## config.mk

```make
export PLATFORM = sky130hd
export DESIGN_NAME = pre_if_pc_gen
export DESIGN_NICKNAME = d
export VERILOG_FILES = /design/src/rtl/pre_if_pc_gen.sv
export SDC_FILE = /design/constraint.sdc
export NUM_CORES = 1
export LEC_CHECK = 0
export ABC_AREA = 1
export CORE_ASPECT_RATIO = 1.2
export CORE_MARGIN = 2
export CORE_UTILIZATION = 47
export CTS_BUF_LIST = sky130_fd_sc_hd__clkbuf_8 sky130_fd_sc_hd__clkbuf_16
export DETAILED_ROUTE_END_ITERATION = 10
export GPL_ROUTABILITY_DRIVEN = 1
export PLACE_DENSITY = 0.85
export SYNTH_ARGS = -nofsm -noshare
export SYNTH_HDL_FRONTEND = slang
export SYNTH_SLANG_ARGS = --single-unit
```

## constraint.sdc

```tcl
create_clock -name clk -period 2.1 [get_ports clk]
set_input_delay 0.315 -clock clk [delete_from_list [all_inputs] [get_ports clk]]
set_output_delay 0.315 -clock clk [all_outputs]
set_load 0.01 [all_outputs]
```

## src/rtl/pre_if_pc_gen.sv

```systemverilog
// ---------------------------------------------------------------------------
// pre_if_pc_gen
//
// Program-counter generator for the PRE_IF stage. Holds the fetch PC, drives
// it to the ITLB as virt_iaddr, and registers one fetch packet per cycle into
// the IF stage from the ITLB translation result.
//
// Redirect handling:
//   - exception/ERET redirects always win and act as a flush, even under an
//     IF stall;
//   - a branch redirect that arrives while IF is stalled is parked in a
//     pending register (PEND) and applied once the stall clears;
//   - after issuing a packet that carries a fetch exception, sequential fetch
//     stops (HALT) until an exception redirect arrives.
//
// Ports:
//   clk, rst            clock, synchronous active-high reset
//   exc_redirect_valid  exception/ERET redirect request (highest priority)
//   exc_redirect_pc     exception/ERET target
//   br_redirect_valid   branch/jump redirect request from EX
//   br_redirect_pc      branch target
//   pc_stall            IF stage cannot accept a packet this cycle
//   tlb_stall           ITLB lookup still in progress
//   tlb_except_type     ITLB fault: 00 none, 01 refill, 10 invalid
//   phys_iaddr          translated address of virt_iaddr
//   is_cached           cacheability of phys_iaddr
//   virt_iaddr          current fetch PC (to ITLB)
//   if_valid            IF packet valid
//   if_pc               virtual PC of the packet
//   if_paddr            physical address of the packet
//   if_cached           packet cacheable
//   if_exc              {adel, tlb_except_type}; 000 = no exception
// ---------------------------------------------------------------------------
module pre_if_pc_gen #(
  parameter logic [31:0] RESET_PC = 32'hBFC0_0000,
  parameter logic [31:0] PC_STEP  = 32'd4
) (
  input  logic        clk,
  input  logic        rst,
  input  logic        exc_redirect_valid,
  input  logic [31:0] exc_redirect_pc,
  input  logic        br_redirect_valid,
  input  logic [31:0] br_redirect_pc,
  input  logic        pc_stall,
  input  logic        tlb_stall,
  input  logic [1:0]  tlb_except_type,
  input  logic [31:0] phys_iaddr,
  input  logic        is_cached,
  output logic [31:0] virt_iaddr,
  output logic        if_valid,
  output logic [31:0] if_pc,
  output logic [31:0] if_paddr,
  output logic        if_cached,
  output logic [2:0]  if_exc
);

  typedef enum logic [1:0] {
    RUN  = 2'd0,
    PEND = 2'd1,
    HALT = 2'd2
  } state_t;

  state_t      state_q, state_d;
  logic [31:0] pc_q, pc_d;
  logic [31:0] pend_pc_q, pend_pc_d;
  logic        if_valid_q, if_valid_d;
  logic [31:0] if_pc_q, if_pc_d;
  logic [31:0] if_paddr_q, if_paddr_d;
  logic        if_cached_q, if_cached_d;
  logic [2:0]  if_exc_q, if_exc_d;

  logic        adel;
  logic        redirect;
  logic        fire;
  logic        exc_pkt;
  logic [1:0]  tlb_exc_eff;

  // A misaligned PC faults on its own; the ITLB response for it is
  // meaningless, so its stall and fault type are masked out.
  assign adel        = (pc_q[1:0] != 2'b00);
  assign tlb_exc_eff = adel ? 2'b00 : tlb_except_type;

  // Any redirect that takes effect this cycle suppresses packet issue.
  assign redirect = exc_redirect_valid | br_redirect_valid |
                    ((state_q == PEND) & ~pc_stall);

  assign fire    = (state_q != HALT) & ~pc_stall & (adel | ~tlb_stall) & ~redirect;
  assign exc_pkt = fire & (adel | (tlb_except_type != 2'b00));

  // Next-state selection in strict priority order; everything holds by
  // default so stalled cycles need no explicit branch.
  always_comb begin
    state_d     = state_q;
    pc_d        = pc_q;
    pend_pc_d   = pend_pc_q;
    if_valid_d  = if_valid_q;
    if_pc_d     = if_pc_q;
    if_paddr_d  = if_paddr_q;
    if_cached_d = if_cached_q;
    if_exc_d    = if_exc_q;

    if (exc_redirect_valid) begin
      pc_d       = exc_redirect_pc;
      state_d    = RUN;
      pend_pc_d  = '0;
      if_valid_d = 1'b0;
    end else if (br_redirect_valid && pc_stall) begin
      // Park the target; a newer branch simply overwrites an older one.
      pend_pc_d = br_redirect_pc;
      state_d   = PEND;
    end else if (br_redirect_valid) begin
      pc_d       = br_redirect_pc;
      state_d    = RUN;
      if_valid_d = 1'b0;
    end else if ((state_q == PEND) && !pc_stall) begin
      pc_d       = pend_pc_q;
      state_d    = RUN;
      if_valid_d = 1'b0;
    end else if (fire) begin
      if_valid_d  = 1'b1;
      if_pc_d     = pc_q;
      if_paddr_d  = phys_iaddr;
      if_cached_d = is_cached;
      if_exc_d    = {adel, tlb_exc_eff};
      if (exc_pkt) begin
        state_d = HALT;
      end else begin
        pc_d = pc_q + PC_STEP;
      end
    end else if (pc_stall) begin
      // IF register and PC hold.
    end else begin
      // ITLB miss in progress or halted: issue a bubble.
      if_valid_d = 1'b0;
    end
  end

  // State and packet registers; reset dominates every other input.
  always_ff @(posedge clk) begin
    if (rst) begin
      state_q     <= RUN;
      pc_q        <= RESET_PC;
      pend_pc_q   <= '0;
      if_valid_q  <= 1'b0;
      if_pc_q     <= '0;
      if_paddr_q  <= '0;
      if_cached_q <= 1'b0;
      if_exc_q    <= '0;
    end else begin
      state_q     <= state_d;
      pc_q        <= pc_d;
      pend_pc_q   <= pend_pc_d;
      if_valid_q  <= if_valid_d;
      if_pc_q     <= if_pc_d;
      if_paddr_q  <= if_paddr_d;
      if_cached_q <= if_cached_d;
      if_exc_q    <= if_exc_d;
    end
  end

  assign virt_iaddr = pc_q;
  assign if_valid   = if_valid_q;
  assign if_pc      = if_pc_q;
  assign if_paddr   = if_paddr_q;
  assign if_cached  = if_cached_q;
  assign if_exc     = if_exc_q;

endmodule

```

==> flow_summary.toml, run 1 <==
[sta]
fin_ws_ns = 0.07499
layout_min_cycle_time_ns = 2.025
skew_ns = 0.006421
hold_viol_final = 0
slew_viol_final = 0
worstMarginPinSlew_ns = 0.5905
fmax_mhz = 493.8
timing.final.crit_share_pct = 96.43
rsz0062_at_grt = "false"
setup_tns_ns = 0
max-slew-margin-rel_pct = 60.49
timing.hold.ws_ns = 0.4519
setup_viol = 0

[synthesis]
synth_cells = 971
ys_warn_count = 0
syn_area_mm2 = 0.006409
synth_top_area_share_pct = 42.17
ys_ff_latch = 135
synth_area_per_cell_um2 = 6.600
synth_area_leaders = "dfxtp_1 (42%), nor2_1 (12%), nand2_1 (11%), o21ai_0 (10%), a21oi_1 (9.5%)"
async_flop_share_pct = 0
synth.distinct_cells = 32
synth_ff_type = "dfxtp_1"
syn_nets = 1077
synth_edf_count = 0
yosys.area.top_type = "dfxtp_1"
yosysSeqAreaShare_pct = 42.17

[global_route]
grt_overflow = 0
grt_pass1_vias = 6687
grt_pass1_wl_um = 34900
antenna_found_initial = 0
track_usage_pct = 29.55
grt_max_degree = 70

[drt]
wl_per_cell_um = 16.35
vias = 7362
drt-initial-drc-count = 815
first_pass_iters = 5
drc = 0
wl_um = 22230
post_drt_via_cell_ratio = 5.413
ant_nets = 0

[final_layout]
final_core_util_pct = 70.77
num_antenna_cells = 0
mostFrequentLayoutCell = "nor2_1"
area_growth_pct = 46.82
stdcell_area_mm2 = 0.009409
final_cell_mix = "nor2_1 (209), clkdlybuf4s50_1 (205), nand2_1 (188), dfxtp_1 (135), o21ai_0 (130)"
fillers = 1068
fin_cells = 1360
final_nets = 1287
layout-drive-gt1-share_pct = 8.054

[die]
core_area_mm2 = 0.01330
num_rows = 46
initial_core_util_pct = 48.20
die_x_um = 110.6
die-area_mm2 = 0.01459
io_pins = 206
die_height_um = 131.9

[power]
fin_total_pwr_mw = 6.844
vdd_drop_max_v = 0.0005840
power.leakage_nw = 3.890
p_per_area_mw_per_mm2 = 727.3

[placed_design]
postPlaceCellArea_mm2 = 0.008866
port_buffers = 205
dp_cells = 1330
dp_hpwl_um = 16210
place.gp.congestion = 1.012
dp_slack_ns = -0.06048

[clocking]
cts_root_buf = "clkbuf_16"
clk_path_buf_depth = 2
cts_htree_levels = 4
post_cts_resized = 0
clk_pin_slew_ns = 0.06
cts.hold.buffers_added = 0
cts_tree = "yes"
cts_buffers = 17
cts_num_sinks = 135
cts_setup_buffers = 0
clk_latency_ns = 0.42

[setup_path]
crit_fanout = 6
endpoint_kind = "register"
setup.worst_path.class = "register to register"
crit_required_ns = 2.45
start_kind = "register"
critical_path_arrival_ns = 2.37

[run]
drv_cap = 0

[hold_path]
hold_class = "register to register"

[run_status]
status = "finished clean"
routing by layer:
layer  share of wire [%]  up-vias  GRT usage [%]
li1                    -     3563              -
met1                  40     3318          38.15
met2                  47      401          46.76
met3                 8.0       80          5.655
met4                 4.9        0          15.97
met5                   0        -              0
critical path, stage by stage (launching register included):
cell     delay, ns
dfxtp_1       0.43
ha_1          0.20
nand2_1       0.09
nor2_2        0.17
nand2_2       0.16
nor2_2        0.30
nand3_1       0.11
nand3_1       0.15
nand2_1       0.06
nand2_1       0.07
nand2_1       0.06
a21oi_1       0.13
registers in the layout (all words and copies together), names as in the netlist:
signal / count
if_valid: 1
state_q: 2
if_cached: 1
pend_pc_q: 32
if_exc: 3
if_pc: 32
virt_iaddr: 32
if_paddr: 32
cell type report:
cell class	instances	area [um2]	share of cell area, %
clock buffers	20	466.7	4.960
clock inverters	10	73.82	0.7846
inverters	58	217.7	2.314
multi-input cells	718	3216	34.18
flip-flops and latches	135	2703	28.72
well taps	168	210.2	2.234
repair buffers	251	2522	26.81
logic make-up after synthesis:
logic type	share of synthesized area (%)
adder cells (fa/ha/maj)	0.1952
flip-flops	42.17
buffers and inverters	7.770
AO/OA/AOI/OAI	21.26
AND/OR/NAND/NOR	27.65
XOR/XNOR	0.9567
final timing paths:
kind / slack, ns / cells past startpoint / end / from
hold / removal: 0.45 / 2 / pend_pc_q[16] / pend_pc_q[16]
setup reg to reg: 0.07 / 11 / virt_iaddr[20] / virt_iaddr[3]
setup / recovery: 0.07 / 11 / virt_iaddr[20] / virt_iaddr[3]
hold reg to reg: 0.45 / 2 / pend_pc_q[16] / pend_pc_q[16]
synth_stat cells (all sizes together), types with 3 or more instances:
master / n
nor2: 217
inv: 58
o21ai: 132
a21oi: 122
a211oi: 4
nand3: 25
nand2: 191
dfxtp: 135
xnor2: 3
a22oi: 3
o211ai: 3
clkbuf: 40
buf: 20
xor2: 4
nand4: 4
nand3b: 5
where the power goes:
group / switching (mW) / total [mW] / internal, mW
Sequential: 0.134 / 2.84 / 2.71
Combinational: 0.647 / 1.28 / 0.637
Clock: 1.13 / 2.72 / 1.59
Power figures use the tool's default switching activity.
==> run 2, diff against run 1 <==
CORE_UTILIZATION = 40   (was 47)
PLACE_DENSITY = 0.75   (was 0.85)
REMOVE_ABC_BUFFERS = 1   (was unset)
==> flow_summary.toml, run 2 (synthesis results as in run 1) <==
[sta]
max-slew-margin-rel_pct = 63.89
timing.final.crit_share_pct = 91.57
setup_viol = 0
worstMarginPinSlew_ns = 0.5416
fmax_mhz = 520.0
skew_ns = 0.004818
hold_viol_final = 0
layout_min_cycle_time_ns = 1.923
rsz0062_at_grt = "false"
timing.hold.ws_ns = 0.4029
slew_viol_final = 0

[clocking]
clk_path_buf_depth = 2
clk_pin_slew_ns = 0.06
cts_tree = "yes"
cts_htree_levels = 4
clk_latency_ns = 0.42
cts_setup_buffers = 0
cts_buffers = 17
cts_num_sinks = 135
cts_root_buf = "clkbuf_16"

[setup_path]
critical_path_arrival_ns = 2.23
slowest_delay_ns = 0.42
crit_fanout = 5
r2r_slack_ns = 0.18
crit_required_ns = 2.41
crit_family = "simple AND/OR/NAND/NOR gates"
critical_path.most_common_cell = "nand2_1"
path_cells = "inv_1, nor2_2, nand2_1, nor2_1, nand2_1, xor2_1, nand2_1, nand2_1, nand2_1, nand2_1, nand2_1"
setup.worst_path.class = "register to register"
crit_buf_inv = 1
slowest_stage = "dfxtp_1"
endpoint_kind = "register"
start_kind = "register"

[global_route]
grt_pass1_wl_um = 34040
track_usage_pct = 25.18
grt_overflow = 0
antenna_found_initial = 0
grt_pass1_vias = 6653
grt_max_degree = 53

[power]
fin_total_pwr_mw = 7.228
vdd_drop_max_v = 0.0005318
power.leakage_nw = 3.906
p_per_area_mw_per_mm2 = 761.8

[final_layout]
mostFrequentLayoutCell = "nor2_1"
fin_cells = 1394
final_cell_mix = "nor2_1 (209), clkdlybuf4s50_1 (204), nand2_1 (188), dfxtp_1 (135), o21ai_0 (130)"
final_core_util_pct = 60.66
final_nets = 1279
multi_input_area_mm2 = 0.003221
area_growth_pct = 48.05
num_antenna_cells = 0
fillers = 1430
register_area_mm2 = 0.002703
layout-drive-gt1-share_pct = 7.757

[run]
drv_cap = 0

[placed_design]
dp_hpwl_um = 15260
place.gp.congestion = 0.9019
port_buffers = 205
dp_cells = 1362

[drt]
wl_per_cell_um = 15.51
drt-initial-drc-count = 555
wl_um = 21620
ant_nets = 0
vias = 7075
drc = 0
post_drt_via_cell_ratio = 5.075
first_pass_iters = 5

[run_status]
status = "finished clean"

[hold_path]
hold_class = "primary input to register"

[die]
die_height_um = 142.7
io_pins = 206
die_x_um = 119.6
initial_core_util_pct = 40.98
num_rows = 50
core_area_mm2 = 0.01564
die-area_mm2 = 0.01706
-- run 2: per-layer routing --
| metal | global-route usage, % | wire, um | vias up |
|---|---|---|---|
| li1 | - | - | 3557 |
| met1 | 30.63 | 8947 | 3163 |
| met3 | 4.673 | 1520 | 50 |
| met4 | 11.70 | 643 | 0 |
| met5 | 0 | 0 | - |
| met2 | 43.10 | 10510 | 305 |
-- run 2: final cells by class --
cell class | instances | share of cell area (%)
multi-input combinational | 718 | 33.94
sequential | 135 | 28.48
timing repair buffer | 243 | 25.90
clock buffer | 19 | 4.774
tap | 208 | 2.743
inverter | 58 | 2.295
clock inverter | 13 | 1.859
-- run 2: metrics by stage --
stage | worst slack (ns) | setup TNS (ns) | cell area [um2]
finish | 0.1770 | 0 | 9488
global route | 0.01560 | 0 | 9488
CTS | 0.1777 | 0 | 9480
detailed placement | 0.003497 | 0 | 8851
global placement | 0.05881 | 0 | 8851
floorplan | -1.249 | -79.10 | 6128
-- run 2: repair_timing --
action                     CTS  global route
hold buffers                 0             0
setup endpoints to repair    0             3
gates resized for setup      0             2
-- run 2: worst register-to-register path, cell delays in order (launching register included) --
cell and delay [ns]:
dfxtp_1 0.42, inv_1 0.10, nor2_2 0.26, nand2_1 0.17
nor2_1 0.30, nand2_1 0.14, xor2_1 0.16, nand2_1 0.08
nand2_1 0.06, nand2_1 0.05, nand2_1 0.05, nand2_1 0.04
-- run 2: worst paths after layout --
kind / depth (start not counted) / startpoint / endpoint
min: 5 / br_redirect_valid / virt_iaddr[11]
min reg2reg: 2 / pend_pc_q[16] / pend_pc_q[16]
max reg2reg: 11 / virt_iaddr[2] / virt_iaddr[23]
max: 11 / virt_iaddr[2] / virt_iaddr[23]
-- run 2: power breakdown --
group / switching, mW / internal, mW
registers: 0.129 / 2.71
clock network: 1.12 / 2.04
logic: 0.611 / 0.621
total: 1.86 / 5.37
